$ cat src/rtl/vx_tcu_fedp_seq_if.sv
// vx_tcu_fedp_seq_if: command, operand, FEDP and response bundle for one FEDP lane sequencer
interface vx_tcu_fedp_seq_if #(
  parameter int N     = 2,
  parameter int XLEN  = 32,
  parameter int STEPW = 8
);
  logic                cmd_valid;
  logic                cmd_ready;
  logic [2:0]          cmd_fmt_s;
  logic [STEPW-1:0]    cmd_steps;
  logic [31:0]         cmd_c;
  logic                op_valid;
  logic                op_ready;
  logic [N*XLEN-1:0]   op_a;
  logic [N*XLEN-1:0]   op_b;
  logic                fedp_enable;
  logic [2:0]          fedp_fmt_s;
  logic [N*XLEN-1:0]   fedp_a;
  logic [N*XLEN-1:0]   fedp_b;
  logic [31:0]         fedp_c;
  logic [31:0]         fedp_d;
  logic                rsp_valid;
  logic                rsp_ready;
  logic [31:0]         rsp_data;
  logic                rsp_err;
  modport master (
    output cmd_valid, cmd_fmt_s, cmd_steps, cmd_c, op_valid, op_a, op_b, fedp_d, rsp_ready,
    input  cmd_ready, op_ready, fedp_enable, fedp_fmt_s, fedp_a, fedp_b, fedp_c, rsp_valid, rsp_data, rsp_err
  );
  modport slave (
    input  cmd_valid, cmd_fmt_s, cmd_steps, cmd_c, op_valid, op_a, op_b, fedp_d, rsp_ready,
    output cmd_ready, op_ready, fedp_enable, fedp_fmt_s, fedp_a, fedp_b, fedp_c, rsp_valid, rsp_data, rsp_err
  );
endinterface

$ cat src/rtl/vx_tcu_fedp_seq.sv
// vx_tcu_fedp_seq: steps one FEDP lane through K operand pairs, chaining each result back as c
module vx_tcu_fedp_seq #(
  parameter int N       = 2,
  parameter int XLEN    = 32,
  parameter int LATENCY = 4,
  parameter int STEPW   = 8
) (
  input  logic             clk,
  input  logic             reset,
  input  logic             flush,
  output logic             busy,
  vx_tcu_fedp_seq_if.slave io
);
  localparam int CW = (LATENCY > 2) ? $clog2(LATENCY) : 1;
  typedef enum logic [1:0] {IDLE, ISSUE, WAIT, RESP} state_t;
  state_t           state, state_n;
  logic [CW-1:0]    cnt;
  logic [STEPW-1:0] rem;
  logic [31:0]      acc;
  logic [2:0]       fmt;
  logic             err;
  logic             up;
  logic             fmt_ok;
  logic             cmd_fire;
  logic             op_fire;
  logic             capture;
  assign fmt_ok   = (io.cmd_fmt_s == 3'd2) || (io.cmd_fmt_s == 3'd3);
  assign cmd_fire = io.cmd_valid && io.cmd_ready;
  assign op_fire  = io.op_valid && io.op_ready;
  assign capture  = (state == WAIT) && (cnt == '0) && !flush;
  // up keeps cmd_ready low until the first clock after reset releases
  assign io.cmd_ready   = (state == IDLE) && up && !flush;
  assign io.op_ready    = (state == ISSUE) && !flush;
  assign io.fedp_enable = !flush && (((state == ISSUE) && io.op_valid) || (state == WAIT));
  assign io.fedp_fmt_s  = fmt;
  assign io.fedp_a      = (state == ISSUE) ? io.op_a : '0;
  assign io.fedp_b      = (state == ISSUE) ? io.op_b : '0;
  assign io.fedp_c      = (state == ISSUE) ? acc : '0;
  assign io.rsp_valid   = (state == RESP) && !flush;
  assign io.rsp_data    = (state == RESP) ? acc : '0;
  assign io.rsp_err     = (state == RESP) && err;
  assign busy           = (state != IDLE);
  always_ff @(posedge clk or negedge reset)
    if (!reset) state <= IDLE;
    else state <= state_n;
  always_comb begin
    state_n = state;
    if (flush) state_n = IDLE;
    else if (cmd_fire) state_n = (!fmt_ok || io.cmd_steps == '0) ? RESP : ISSUE;
    else if (op_fire) state_n = WAIT;
    else if (state == WAIT && cnt == '0) state_n = (rem == STEPW'(1)) ? RESP : ISSUE;
    else if (state == RESP && io.rsp_ready) state_n = IDLE;
  end
  always_ff @(posedge clk or negedge reset)
    if (!reset) begin
      cnt <= '0;
      rem <= '0;
      acc <= '0;
      fmt <= '0;
      err <= 1'b0;
      up  <= 1'b0;
    end else begin
      up <= 1'b1;
      if (cmd_fire) begin
        fmt <= io.cmd_fmt_s;
        rem <= io.cmd_steps;
        acc <= fmt_ok ? io.cmd_c : 32'h7FC0_0000;
        err <= !fmt_ok;
      end
      if (op_fire) cnt <= CW'(LATENCY - 1);
      else if (state == WAIT) cnt <= cnt - 1'b1;
      if (capture) begin
        acc <= io.fedp_d;
        rem <= rem - 1'b1;
      end
    end
endmodule

$ cat src/flat_wrapper.sv
// flat-port wrapper written by rule: the top's interface ports become plain ports
module vx_tcu_fedp_seq_flat 
#(
  parameter int N       = 2,
  parameter int XLEN    = 32,
  parameter int LATENCY = 4,
  parameter int STEPW   = 8
)
  (clk, reset, flush, busy, io_cmd_valid, io_cmd_fmt_s, io_cmd_steps, io_cmd_c, io_op_valid, io_op_a, io_op_b, io_fedp_d, io_rsp_ready, io_cmd_ready, io_op_ready, io_fedp_enable, io_fedp_fmt_s, io_fedp_a, io_fedp_b, io_fedp_c, io_rsp_valid, io_rsp_data, io_rsp_err);
  vx_tcu_fedp_seq_if #(.N(N), .XLEN(XLEN), .STEPW(STEPW)) io_i ();
  input  logic clk;
  input  logic reset;
  input  logic flush;
  output logic busy;
  input wire logic [$bits(io_i.cmd_valid)-1:0] io_cmd_valid;
  input wire logic [$bits(io_i.cmd_fmt_s)-1:0] io_cmd_fmt_s;
  input wire logic [$bits(io_i.cmd_steps)-1:0] io_cmd_steps;
  input wire logic [$bits(io_i.cmd_c)-1:0] io_cmd_c;
  input wire logic [$bits(io_i.op_valid)-1:0] io_op_valid;
  input wire logic [$bits(io_i.op_a)-1:0] io_op_a;
  input wire logic [$bits(io_i.op_b)-1:0] io_op_b;
  input wire logic [$bits(io_i.fedp_d)-1:0] io_fedp_d;
  input wire logic [$bits(io_i.rsp_ready)-1:0] io_rsp_ready;
  output wire logic [$bits(io_i.cmd_ready)-1:0] io_cmd_ready;
  output wire logic [$bits(io_i.op_ready)-1:0] io_op_ready;
  output wire logic [$bits(io_i.fedp_enable)-1:0] io_fedp_enable;
  output wire logic [$bits(io_i.fedp_fmt_s)-1:0] io_fedp_fmt_s;
  output wire logic [$bits(io_i.fedp_a)-1:0] io_fedp_a;
  output wire logic [$bits(io_i.fedp_b)-1:0] io_fedp_b;
  output wire logic [$bits(io_i.fedp_c)-1:0] io_fedp_c;
  output wire logic [$bits(io_i.rsp_valid)-1:0] io_rsp_valid;
  output wire logic [$bits(io_i.rsp_data)-1:0] io_rsp_data;
  output wire logic [$bits(io_i.rsp_err)-1:0] io_rsp_err;
  assign io_i.cmd_valid = io_cmd_valid;
  assign io_i.cmd_fmt_s = io_cmd_fmt_s;
  assign io_i.cmd_steps = io_cmd_steps;
  assign io_i.cmd_c = io_cmd_c;
  assign io_i.op_valid = io_op_valid;
  assign io_i.op_a = io_op_a;
  assign io_i.op_b = io_op_b;
  assign io_i.fedp_d = io_fedp_d;
  assign io_i.rsp_ready = io_rsp_ready;
  assign io_cmd_ready = io_i.cmd_ready;
  assign io_op_ready = io_i.op_ready;
  assign io_fedp_enable = io_i.fedp_enable;
  assign io_fedp_fmt_s = io_i.fedp_fmt_s;
  assign io_fedp_a = io_i.fedp_a;
  assign io_fedp_b = io_i.fedp_b;
  assign io_fedp_c = io_i.fedp_c;
  assign io_rsp_valid = io_i.rsp_valid;
  assign io_rsp_data = io_i.rsp_data;
  assign io_rsp_err = io_i.rsp_err;
  vx_tcu_fedp_seq #(.N(N), .XLEN(XLEN), .LATENCY(LATENCY), .STEPW(STEPW)) u_core (.clk(clk), .reset(reset), .flush(flush), .busy(busy), .io(io_i));
endmodule
$ cat config.mk
export PLATFORM = sky130hd
export DESIGN_NAME = vx_tcu_fedp_seq_flat
export DESIGN_NICKNAME = d
export VERILOG_FILES = /design/src/rtl/vx_tcu_fedp_seq_if.sv /design/src/rtl/vx_tcu_fedp_seq.sv /design/src/flat_wrapper.sv
export SDC_FILE = /design/constraint.sdc
export NUM_CORES = 1
export LEC_CHECK = 0
export ABC_CLOCK_PERIOD_IN_PS = 3700
export CAP_MARGIN = 20
export CELL_PAD_IN_SITES_DETAIL_PLACEMENT = 1
export CELL_PAD_IN_SITES_GLOBAL_PLACEMENT = 1
export CORE_AREA = 2 2 159 161
export CTS_CLUSTER_DIAMETER = 150
export CTS_CLUSTER_SIZE = 14
export DETAILED_ROUTE_END_ITERATION = 7
export DIE_AREA = 0 0 161 163
export PLACE_DENSITY = 0.77
export SYNTH_ARGS = -nofsm -noshare
export SYNTH_HDL_FRONTEND = slang
export SYNTH_SLANG_ARGS = --single-unit
$ cat constraint.sdc
create_clock -name clk -period 3.7 [get_ports clk]
set_input_delay 0.555 -clock clk [delete_from_list [all_inputs] [get_ports clk]]
set_output_delay 0.555 -clock clk [all_outputs]
set_load 0.02 [all_outputs]
==> impl_metrics.toml <==
[run_status]
status = "completed"

[logic_synthesis]
ys_top_cells_by_area = "dfrtp_1 32%, and2_1 26%, and3_1 5.4%"
ys_types = 45
synth_enable_flop_cells = 0
synthFlopType = "dfrtp_1"
ys_ff_latch = 49
yosysSeqAreaShare_pct = 31.8
synth_most_common_cell = "and2_1"
synthCells = 509
yosys.area.top_type = "dfrtp_1"
synthArstFlopShare_pct = 100
syn_avg_cell_area_sq_um = 7.57
yosysWarnings = 0
syn_nets = 721
synth_area_sq_um = 3850
synthTopCellsByCount = "160 x and2_1, 49 x dfrtp_1, 48 x nand2_1, 42 x nor2_1, 36 x clkbuf_1"
synth.top_cell.area_share_pct = 31.8

[floorplan]
io_pins = 410
rows = 58
start_util_pct = 15.6
core_area_sq_um = 24700
die_w_um = 161
dieArea_sq_um = 26200
dieHeight_um = 163

[global_route]
track_usage_pct = 18.8
grt_pass1_wl_mm = 36.1
grt.met1_usage_pct = 21.4
use_met3_pct = 4.69
grt_overflow = 0
first_global_vias = 5296
gr-usage-met2_pct = 34.9
grt_max_degree = 158
top_usage_layer = "met2"
antenna_found_initial = 13

[route]
avgViaCountPerCell = 4.19
wl_per_cell_um = 21.3
firstDrtPassIters = 4
routed_wl_mm = 26.0
num_vias = 5128
first_iter_violations = 252
ant_nets = 0
drcViolationCount = 0

[placement]
io_buffers = 409
gp_congestion = 0.794
dp_hpwl_mm = 22.1
dp_cells = 1209

[layout]
nNetsFinal = 1098
post-route-util_pct = 34.2
layout-drive-gt1-share_pct = 4.17
final-instance-count-excl-fill = 1223
fillers = 2903
syn2layout_area_growth_pct = 119

[setup_path]
crit_buf_inv = 2
end_kind = "output pin"
required_ps = 3140
crit_chain = "nor2b_4, buf_12, and2_1, clkdlybuf4s50_1"
slowest_delay_ps = 650
worst_ep_arrival_time_ps = 2470
setup.worst_path.start_class = "register"
cp_max_fo = 157
slowest_stage = "clkdlybuf4s50_1"
crit_type = "reg2out"
cpLargestDelayFamily = "buffers and inverters"

[clocking]
numCtsBuffers = 5
cts_resized = 0
cts-hold-fix-buffers = 0
post_cts_buffers = 0
cts_tree = "yes"
root_buffer = "clkbuf_16"
clkLatencyLatePin_ps = 300
clk_pin_slew_ps = 70
clock_path_buffers = 2
htreeDepth = 2
clock_sinks = 49

[sta]
finClkSkew_ps = 5.71
slew_headroom_pct = 52.8
hold_viol_final = 0
rsz0062_at_grt = "no"
layout_min_cycle_time_ps = 3020
finalMaxSlewViolations = 0
worst_pin_slew_ps = 708
setup_viol_count_final = 0
period_share_pct = 81.7
holdWs_ps = 400
finalSetupTns_ps = 0
timing.fmax_mhz = 331

[power_and_ir_drop]
power.leakage_uw = 0.00334
p_per_area_nw_per_um2 = 329
irDropWorstVdd_mv = 0.215

[worst_hold_path]
hold_path_class = "in2async"

[flow_run]
drv_cap = 0
## logic make-up (layout without fill, tap and decap cells)
kind of cell,Yosys count,in the layout,share of synthesized area (%)
DFF,49,49,31.8
and+or+nand+nor,342,342,49.7
muxes,1,1,0.260
other,1,7,0.0973
AOI/OAI and AO/OA,58,58,10.3
buffers and inverters,55,433,6.92
adders and majority gates,3,3,0.974
## placed cells by master, fill, tap and decap left out, drive strengths merged, types with 3 or more instances in the layout
cell type      synthesis  final
nor3                  12     12
buf                   14     17
nor2b                  3      3
nor4                   4      4
inv                    5      5
nand2                 49     49
dfrtp                 49     49
o31ai                  9      9
and3                  33     33
clkdlybuf4s50          0    403
o21ai                  5      5
a21oi                  6      6
nand2b                 3      3
nand3                 24     24
nor2                  42     42
and2                 161    161
diode                  0      6
clkbuf                36      7
a31oi                 23     23
ha                     3      3
## power breakdown
part	internal, uW	switching [uW]
registers	709	169
clock network	339	217
logic	705	642
## per-stage QoR
stage	power (uW)	area [sq um]	setup slack [ps]
after floorplan	1470	3850	1720
after global placement	2210	8260	992
after detailed placement	2250	8260	966
after CTS	2820	8430	699
after global routing	2950	8440	566
final	2780	8450	678
## final timing paths
| check | from | to | slack [ps] | cells after the start |
|---|---|---|---|---|
| setup / recovery | u_core.state[1]$_DFFE_PN0P_ | io_fedp_b[49] | 680 | 4 |
| hold / removal | reset | u_core.acc[20]$_DFFE_PN0P_ | 400 | 2 |
| setup reg to reg | u_core.state[1]$_DFFE_PN0P_ | u_core.rem[5]$_DFFE_PN0P_ | 1190 | 5 |
| hold reg to reg | u_core.err$_DFFE_PN0P_ | u_core.err$_DFFE_PN0P_ | 480 | 2 |
| max in group asynchronous | reset | u_core.state[1]$_DFFE_PN0P_ | 2800 | 2 |
| min in group clk | u_core.err$_DFFE_PN0P_ | u_core.err$_DFFE_PN0P_ | 480 | 2 |
## flip-flops by register name (all words and copies together), names as in the netlist
| name | count |
|---|---|
| u_core.state | 2 |
| u_core.rem | 8 |
| u_core.cnt | 2 |
| u_core.err | 1 |
| u_core.up | 1 |
| u_core.acc | 32 |
| u_core.io.fedp_fmt_s | 3 |
## routing by layer
metal	part of all wire (%)	wire, um	up-vias
li1	-	-	2446
met4	2.2	575	0
met2	52	13600	209
met3	6.9	1790	27
met1	39	10100	2446
met5	0	0	-
## cell type report
class                   instances  area [sq um]  share of cell area, %
repair buffers                420          4210                   49.8
multi-input cells             405          2390                   28.3
flip-flops and latches         49          1230                   14.5
inverters                       5          18.8                  0.222
clock inverters                 1          30.0                  0.355
diodes                          6          15.0                  0.178
clock buffers                   7           143                   1.69
well taps                     330           413                   4.89
No activity file was read; power rests on OpenSTA's default activity.
